==> src/rtl/aes_bridge_pkg.sv <==
// Shared types and helpers for the Wishbone-to-dmem bridge in front of the AES block.
package aes_bridge_pkg;

    // Bridge sequencing states
    typedef enum logic [2:0] {
        IDLE = 3'd0,
        REQ  = 3'd1,
        RESP = 3'd2,
        DONE = 3'd3,
        ERR  = 3'd4,
        WAIT = 3'd5
    } state_t;

    // dmem response codes (any value with bit 1 set is an error)
    localparam logic [1:0] RESP_NONE = 2'b00;
    localparam logic [1:0] RESP_OK   = 2'b01;

    // dmem access widths
    localparam logic [1:0] W_BYTE = 2'b00;
    localparam logic [1:0] W_HALF = 2'b01;
    localparam logic [1:0] W_WORD = 2'b10;

    // Decoded byte-select: access width, byte offset, and whether the pattern is unusable
    typedef struct packed {
        logic       illegal;
        logic [1:0] width;
        logic [1:0] offset;
    } sel_dec_t;

    // Map a Wishbone byte-lane select onto a naturally aligned dmem access
    function automatic sel_dec_t sel_to_width_ofs(input logic [3:0] sel);
        sel_dec_t d;
        d.illegal = 1'b0;
        d.width   = W_BYTE;
        d.offset  = 2'b00;
        case (sel)
            4'b0001: begin d.width = W_BYTE; d.offset = 2'b00; end
            4'b0010: begin d.width = W_BYTE; d.offset = 2'b01; end
            4'b0100: begin d.width = W_BYTE; d.offset = 2'b10; end
            4'b1000: begin d.width = W_BYTE; d.offset = 2'b11; end
            4'b0011: begin d.width = W_HALF; d.offset = 2'b00; end
            4'b1100: begin d.width = W_HALF; d.offset = 2'b10; end
            4'b1111: begin d.width = W_WORD; d.offset = 2'b00; end
            default: begin d.illegal = 1'b1; end
        endcase
        return d;
    endfunction

endpackage

==> src/rtl/aes_wb_bridge.sv <==
// Wishbone-classic slave that serialises single transactions onto the AES dmem port.
// Every output comes straight from a flop; the FSM and timeout counter live here.
module aes_wb_bridge #(
    parameter int   TO_CYCLES = 64,
    parameter logic PORT_ID   = 1'b0
) (
    input  logic        mclk,
    input  logic        rst_n,
    input  logic        wbs_cyc_i,
    input  logic        wbs_stb_i,
    input  logic        wbs_we_i,
    input  logic [6:0]  wbs_adr_i,
    input  logic [3:0]  wbs_sel_i,
    input  logic [31:0] wbs_dat_i,
    output logic [31:0] wbs_dat_o,
    output logic        wbs_ack_o,
    output logic        wbs_err_o,
    output logic        dmem_req,
    output logic        dmem_cmd,
    output logic [1:0]  dmem_width,
    output logic [6:0]  dmem_addr,
    output logic [31:0] dmem_wdata,
    input  logic        dmem_req_ack,
    input  logic [31:0] dmem_rdata,
    input  logic [1:0]  dmem_resp
);
    import aes_bridge_pkg::*;

    localparam int             CW      = $clog2(TO_CYCLES);
    localparam logic [CW-1:0]  TO_LAST = CW'(TO_CYCLES - 1);

    state_t         r_state;
    logic [CW-1:0]  r_cnt;
    logic           r_abort;
    logic           r_req;
    logic           r_cmd;
    logic [1:0]     r_width;
    logic [6:0]     r_addr;
    logic [31:0]    r_wdata;
    logic [31:0]    r_dat;
    logic           r_ack;
    logic           r_err;

    state_t         w_state_nxt;
    logic [CW-1:0]  w_cnt_nxt;
    logic           w_abort_nxt;
    logic           w_req_nxt;
    logic           w_cmd_nxt;
    logic [1:0]     w_width_nxt;
    logic [6:0]     w_addr_nxt;
    logic [31:0]    w_wdata_nxt;
    logic [31:0]    w_dat_nxt;
    logic           w_ack_nxt;
    logic           w_err_nxt;

    sel_dec_t       w_dec;
    logic           w_abort_now;
    logic           w_resp_ok;
    logic           w_resp_err;
    logic           w_timeout;
    logic           w_unused;

    assign w_dec       = sel_to_width_ofs(wbs_sel_i);
    // Once the master walks away mid-transaction, finish the dmem side silently.
    assign w_abort_now = r_abort | ~wbs_cyc_i;
    assign w_resp_ok   = (dmem_resp == RESP_OK);
    assign w_resp_err  = dmem_resp[1];
    assign w_timeout   = (r_cnt == TO_LAST);
    assign w_unused    = ^{wbs_adr_i[6], wbs_adr_i[1:0]};

    // Next-state and next-register-value logic for the transaction sequencer
    always_comb begin
        w_state_nxt = r_state;
        w_cnt_nxt   = r_cnt;
        w_abort_nxt = r_abort;
        w_req_nxt   = r_req;
        w_cmd_nxt   = r_cmd;
        w_width_nxt = r_width;
        w_addr_nxt  = r_addr;
        w_wdata_nxt = r_wdata;
        w_dat_nxt   = r_dat;
        w_ack_nxt   = (r_state == DONE);
        w_err_nxt   = (r_state == ERR);

        case (r_state)
            IDLE: begin
                if (wbs_cyc_i && wbs_stb_i) begin
                    if (w_dec.illegal) begin
                        w_state_nxt = ERR;
                    end else begin
                        w_cmd_nxt   = wbs_we_i;
                        w_width_nxt = w_dec.width;
                        w_addr_nxt  = {PORT_ID, wbs_adr_i[5:2], w_dec.offset};
                        w_wdata_nxt = wbs_dat_i;
                        w_req_nxt   = 1'b1;
                        w_cnt_nxt   = '0;
                        w_abort_nxt = 1'b0;
                        w_state_nxt = REQ;
                    end
                end else begin
                    w_state_nxt = IDLE;
                end
            end

            REQ: begin
                w_abort_nxt = w_abort_now;
                if (dmem_req_ack) begin
                    w_req_nxt = 1'b0;
                    w_cnt_nxt = '0;
                    if (w_resp_ok) begin
                        if (!r_cmd && !w_abort_now) begin
                            w_dat_nxt = dmem_rdata;
                        end else begin
                            w_dat_nxt = r_dat;
                        end
                        w_state_nxt = w_abort_now ? WAIT : DONE;
                    end else if (w_resp_err) begin
                        w_state_nxt = w_abort_now ? WAIT : ERR;
                    end else begin
                        w_state_nxt = RESP;
                    end
                end else if (w_timeout) begin
                    w_req_nxt   = 1'b0;
                    w_state_nxt = w_abort_now ? WAIT : ERR;
                end else begin
                    w_cnt_nxt = r_cnt + CW'(1);
                end
            end

            RESP: begin
                w_abort_nxt = w_abort_now;
                if (w_resp_ok) begin
                    if (!r_cmd && !w_abort_now) begin
                        w_dat_nxt = dmem_rdata;
                    end else begin
                        w_dat_nxt = r_dat;
                    end
                    w_state_nxt = w_abort_now ? WAIT : DONE;
                end else if (w_resp_err) begin
                    w_state_nxt = w_abort_now ? WAIT : ERR;
                end else if (w_timeout) begin
                    w_state_nxt = w_abort_now ? WAIT : ERR;
                end else begin
                    w_cnt_nxt = r_cnt + CW'(1);
                end
            end

            DONE: begin
                w_state_nxt = WAIT;
            end

            ERR: begin
                w_state_nxt = WAIT;
            end

            WAIT: begin
                // A strobe still held from the finished cycle must not start a new one.
                if (!wbs_stb_i) begin
                    w_state_nxt = IDLE;
                end else begin
                    w_state_nxt = WAIT;
                end
            end

            default: begin
                w_state_nxt = IDLE;
            end
        endcase
    end

    // State and output registers with asynchronous clear
    always_ff @(posedge mclk or negedge rst_n) begin
        if (!rst_n) begin
            r_state <= IDLE;
            r_cnt   <= '0;
            r_abort <= 1'b0;
            r_req   <= 1'b0;
            r_cmd   <= 1'b0;
            r_width <= 2'b00;
            r_addr  <= 7'd0;
            r_wdata <= 32'd0;
            r_dat   <= 32'd0;
            r_ack   <= 1'b0;
            r_err   <= 1'b0;
        end else begin
            r_state <= w_state_nxt;
            r_cnt   <= w_cnt_nxt;
            r_abort <= w_abort_nxt;
            r_req   <= w_req_nxt;
            r_cmd   <= w_cmd_nxt;
            r_width <= w_width_nxt;
            r_addr  <= w_addr_nxt;
            r_wdata <= w_wdata_nxt;
            r_dat   <= w_dat_nxt;
            r_ack   <= w_ack_nxt;
            r_err   <= w_err_nxt;
        end
    end

    assign wbs_dat_o  = r_dat;
    assign wbs_ack_o  = r_ack;
    assign wbs_err_o  = r_err;
    assign dmem_req   = r_req;
    assign dmem_cmd   = r_cmd;
    assign dmem_width = r_width;
    assign dmem_addr  = r_addr;
    assign dmem_wdata = r_wdata;

endmodule
==> config.mk <==
export PLATFORM = sky130hd
export DESIGN_NAME = aes_wb_bridge
export DESIGN_NICKNAME = d
export VERILOG_FILES = /design/src/rtl/aes_bridge_pkg.sv /design/src/rtl/aes_wb_bridge.sv
export SDC_FILE = /design/constraint.sdc
export NUM_CORES = 1
export LEC_CHECK = 0
export BUFFER_PORTS_ARGS = -buffer_cell sky130_fd_sc_hd__clkbuf_2
export CELL_PAD_IN_SITES_DETAIL_PLACEMENT = 0
export CELL_PAD_IN_SITES_GLOBAL_PLACEMENT = 1
export CORE_MARGIN = 4
export CORE_UTILIZATION = 37
export CTS_CLUSTER_DIAMETER = 40
export DETAILED_ROUTE_END_ITERATION = 10
export HOLD_SLACK_MARGIN = 0.05
export PLACE_DENSITY_LB_ADDON = 0.3
export SYNTH_ARGS = -nofsm -noshare
export SYNTH_HDL_FRONTEND = slang
export SYNTH_SLANG_ARGS = --single-unit
==> constraint.sdc <==
create_clock -name mclk -period 2.2 [get_ports mclk]
set_clock_uncertainty 0.2 [all_clocks]
set_input_delay 0.44 -clock mclk [delete_from_list [all_inputs] [get_ports mclk]]
set_output_delay 0.44 -clock mclk [all_outputs]
set_load 0.02 [all_outputs]
==> flow_metrics.py <==
metrics = {
    "grt": {
        "grt_overflow": 0,
        "use_met1_pct": 17.3,
        "antenna_found_initial": 0,
        "grt_pass1_vias": 2915,
        "grt_start_max_net_pins": 42,
        "met2_usage_pct": 26.2,
        "grtUsageMet3_pct": 4.70,
        "grt.total_usage_pct": 15.1,
        "grt_pass1_wl_mm": 14.1,
        "grt.busiest_layer": "met2",
    },
    "layout": {
        "seqCellArea_um2": 2150,
        "syn2layout_area_growth_pct": 31.0,
        "nets": 543,
        "fill_cells": 924,
        "layout_commonest_cell": "clkbuf_2",
        "drive_gt1_share_pct": 43.1,
        "num_antenna_cells": 0,
        "mostFrequentLayoutCells": "154 x clkbuf_2, 86 x dfrtp_1, 67 x mux2_1",
        "multi_input_area_um2": 1540,
    },
    "sta": {
        "setup_viol": 0,
        "drv_slew": 0,
        "fmax_ghz": 0.497,
        "setup_slack_ns": 0.190,
        "period_share_pct": 91.4,
        "rsz0062_at_grt": "no",
        "hold_viol_final": 0,
        "fin_setup_tns_ns": 0,
        "period_needed_ns": 2.01,
    },
    "route": {
        "drc_errors": 0,
        "dr.pass1.iters": 4,
        "drt-wirelength-per-cell_um": 14.8,
        "drtIter0Drc": 89,
        "wl_mm": 8.86,
        "vias": 2922,
        "ant_nets": 0,
        "vias_per_cell": 4.89,
    },
    "synth": {
        "synth_area_um2": 3840,
        "synthXorXnorAreaFrac_pct": 0.228,
        "syn-num-nets": 379,
        "synth_top_family_by_area": "multiplexers",
        "synth_compound_area_share_pct": 10.6,
        "synthAdderAreaFrac_pct": 0.326,
        "syn_inst": 295,
        "ys_ff_latch": 86,
        "synth_area_leaders": "dfrtp_1 56%, mux2_1 20%, buf_6 1.8%, a21oi_1 1.7%, nand2_1 1.6%",
        "synth.distinct_cells": 55,
        "yosysTopAreaCellShare_pct": 56.0,
        "ys_seq_area_share_pct": 56.0,
        "synth-edff-count": 0,
        "synthFlopType": "dfrtp_1",
        "synthMuxAreaShare_pct": 20.2,
        "yosys.area.top_type": "dfrtp_1",
        "synthArstFlopShare_pct": 100,
        "yosysWarnings": 0,
        "yosys.area_share.simple_pct": 8.37,
        "avgSynthCellArea_um2": 13.0,
    },
    "hold_path": {
        "holdPathEnd": "wbs_dat_o[25]$_DFFE_PN0P_",
        "hold_depth": 2,
        "hold_start": "dmem_rdata[25]",
        "hold_path.class": "primary input to flop",
    },
    "setup_path": {
        "cp_num_buf_inv": 1,
        "rr_worst_depth": 5,
        "crit_path_end_kind": "flop",
        "max_stage_delay_ns": 0.48,
        "worstSetupPathType": "flop to flop",
        "critPathMaxFanout": 21,
        "rrSetupSlack_ns": 0.19,
        "path_delay_family": "simple AND/OR/NAND/NOR gates",
        "cpMaxStageDelayCell": "dfrtp_1",
        "worstPathArrival_ns": 2.05,
        "startpoint_type": "flop",
        "r2r-start": "r_state[0]$_DFF_PN0_",
        "path_cells": "nand4bb_4 > nor2_2 > and3_2 > buf_12 > mux2_1",
        "rr_endpoint": "dmem_wdata[20]$_DFFE_PN0P_",
        "worstPathRequired_ns": 2.24,
    },
    "power_and_ir_drop": {
        "p_per_area_nw_per_um2": 1200,
        "vdd_drop_max_uv": 509,
        "p_comb_share_pct": 39.8,
        "clockPowerShare_pct": 18.5,
        "seqPwrFrac_pct": 41.7,
        "leakagePower_nw": 2.59,
        "p_switching_w": 0.00235,
        "p_int_w": 0.00367,
        "swShare_pct": 39.1,
    },
    "floorplan": {
        "core_area_um2": 9950,
        "pin_count": 160,
        "start_util_pct": 38.6,
        "chipWidth_um": 110,
        "fp-row-count": 36,
        "die_h_um": 110,
        "die_area_um2": 12100,
    },
    "placement": {
        "dp_hpwl_mm": 6.99,
        "port_buffers": 155,
        "finalWeightedCongestion": 0.817,
        "dp_slack_ns": 0.0322,
    },
    "clock_tree": {
        "clk_latency_ns": 0.35,
        "numCtsBuffers": 9,
        "cts-root-buf": "clkbuf_8",
        "cts_tree": "done",
        "cts_htree_levels": 3,
        "cts.path.max_buffers": 2,
        "numClockSinks": 86,
        "cts.clk_slew.worst_paths_ns": 0.09,
    },
    "flow_run": {
        "max_cap_violations": 0,
    },
    "status": {
        "status": "finished, final reports clean",
    },
}
[power by group through the flow]
stage / Sequential [W] / Combinational (W) / Clock (W)
after CTS: 0.00252 / 0.00244 / 0.00117
final: 0.00251 / 0.00239 / 0.00112
after global routing: 0.00259 / 0.00260 / 0.00124
after global placement: 0.00252 / 0.00240 / 0
after floorplan: 0.00318 / 0.000855 / 0
after detailed placement: 0.00256 / 0.00243 / 0
[registers in the layout (all words and copies together) (netlist names)]
signal      cells
wbs_dat_o      32
dmem_wdata     32
wbs_err_o       1
r_cnt           6
r_state         3
r_abort         1
wbs_ack_o       1
dmem_req        1
dmem_width      2
dmem_addr       6
dmem_cmd        1
[what timing repair did]
item	4_1_cts	5_1_grt
hold buffers	1	0
endpoints found under the setup margin	0	1
setup buffers	0	0
resized for setup	0	1
hold endpoints to repair	22	0
[final cells by class]
type	count	area share, %
multi-input cells	183	30.5
clock buffers	10	2.53
inverters	7	0.522
well taps	133	3.31
flip-flops and latches	86	42.7
repair buffers	172	19.0
clock inverters	6	1.37
[Yosys cell counts, types with 4 or more instances]
| cell type | number |
|---|---|
| nand2b_1 | 4 |
| nand2_1 | 16 |
| a21oi_1 | 13 |
| nor2_1 | 8 |
| buf_2 | 8 |
| buf_6 | 6 |
| inv_1 | 5 |
| o31ai_1 | 4 |
| a31oi_1 | 6 |
| dfrtp_1 | 86 |
| mux2_1 | 67 |
[worst reg2reg max path, stage by stage (launching register included)]
cell and delay [ns]:
dfrtp_1 0.48, nand4bb_4 0.26, nor2_2 0.12, and3_2 0.30, buf_12 0.20, mux2_1 0.34
[metrics by stage]
| step | hold WS, ns | cells | area (µm²) | util, % | total power [W] |
|---|---|---|---|---|---|
| 2_1_floorplan | -0.0556 | 295 | 3840 | - | 0.00404 |
| 3_3_place_gp | 0.157 | 580 | 4820 | 48.5 | 0.00492 |
| 3_5_place_dp | 0.156 | 580 | 4820 | 48.5 | 0.00499 |
| 4_1_cts | 0.0723 | 597 | 5030 | 50.5 | 0.00613 |
| 5_1_grt | 0.0636 | 597 | 5030 | 50.6 | 0.00643 |
| 6_report | 0.0930 | 597 | 5030 | 50.6 | 0.00602 |
[layer usage]
layer	share of wire [%]	vias to the layer above
met3	8.5	12
li1	-	1398
met2	49	111
met4	2.0	0
met5	0	-
met1	41	1401
[worst max-delay path by stage]
stage / cells after the start / to / start
2_1_floorplan: 8 / dmem_addr[2]$_DFFE_PN0P_ / wbs_sel_i[2]
6_report: 5 / dmem_wdata[20]$_DFFE_PN0P_ / r_state[0]$_DFF_PN0_
3_3_place_gp: 6 / dmem_wdata[15]$_DFFE_PN0P_ / wbs_sel_i[2]
4_1_cts: 5 / dmem_wdata[15]$_DFFE_PN0P_ / r_state[0]$_DFF_PN0_
5_1_grt: 5 / dmem_wdata[28]$_DFFE_PN0P_ / r_state[0]$_DFF_PN0_
3_5_place_dp: 6 / dmem_wdata[15]$_DFFE_PN0P_ / wbs_sel_i[2]
[kinds of logic after synthesis]
family                     count (synthesis)
and+or+nand+nor                           55
DFF                                       86
AOI/OAI and AO/OA                         56
xor gates and xnor gates                   1
adders and majority gates                  1
other                                      1
muxes                                     69
buffers and inverters                     26
No activity file was read; power rests on OpenSTA's default activity.
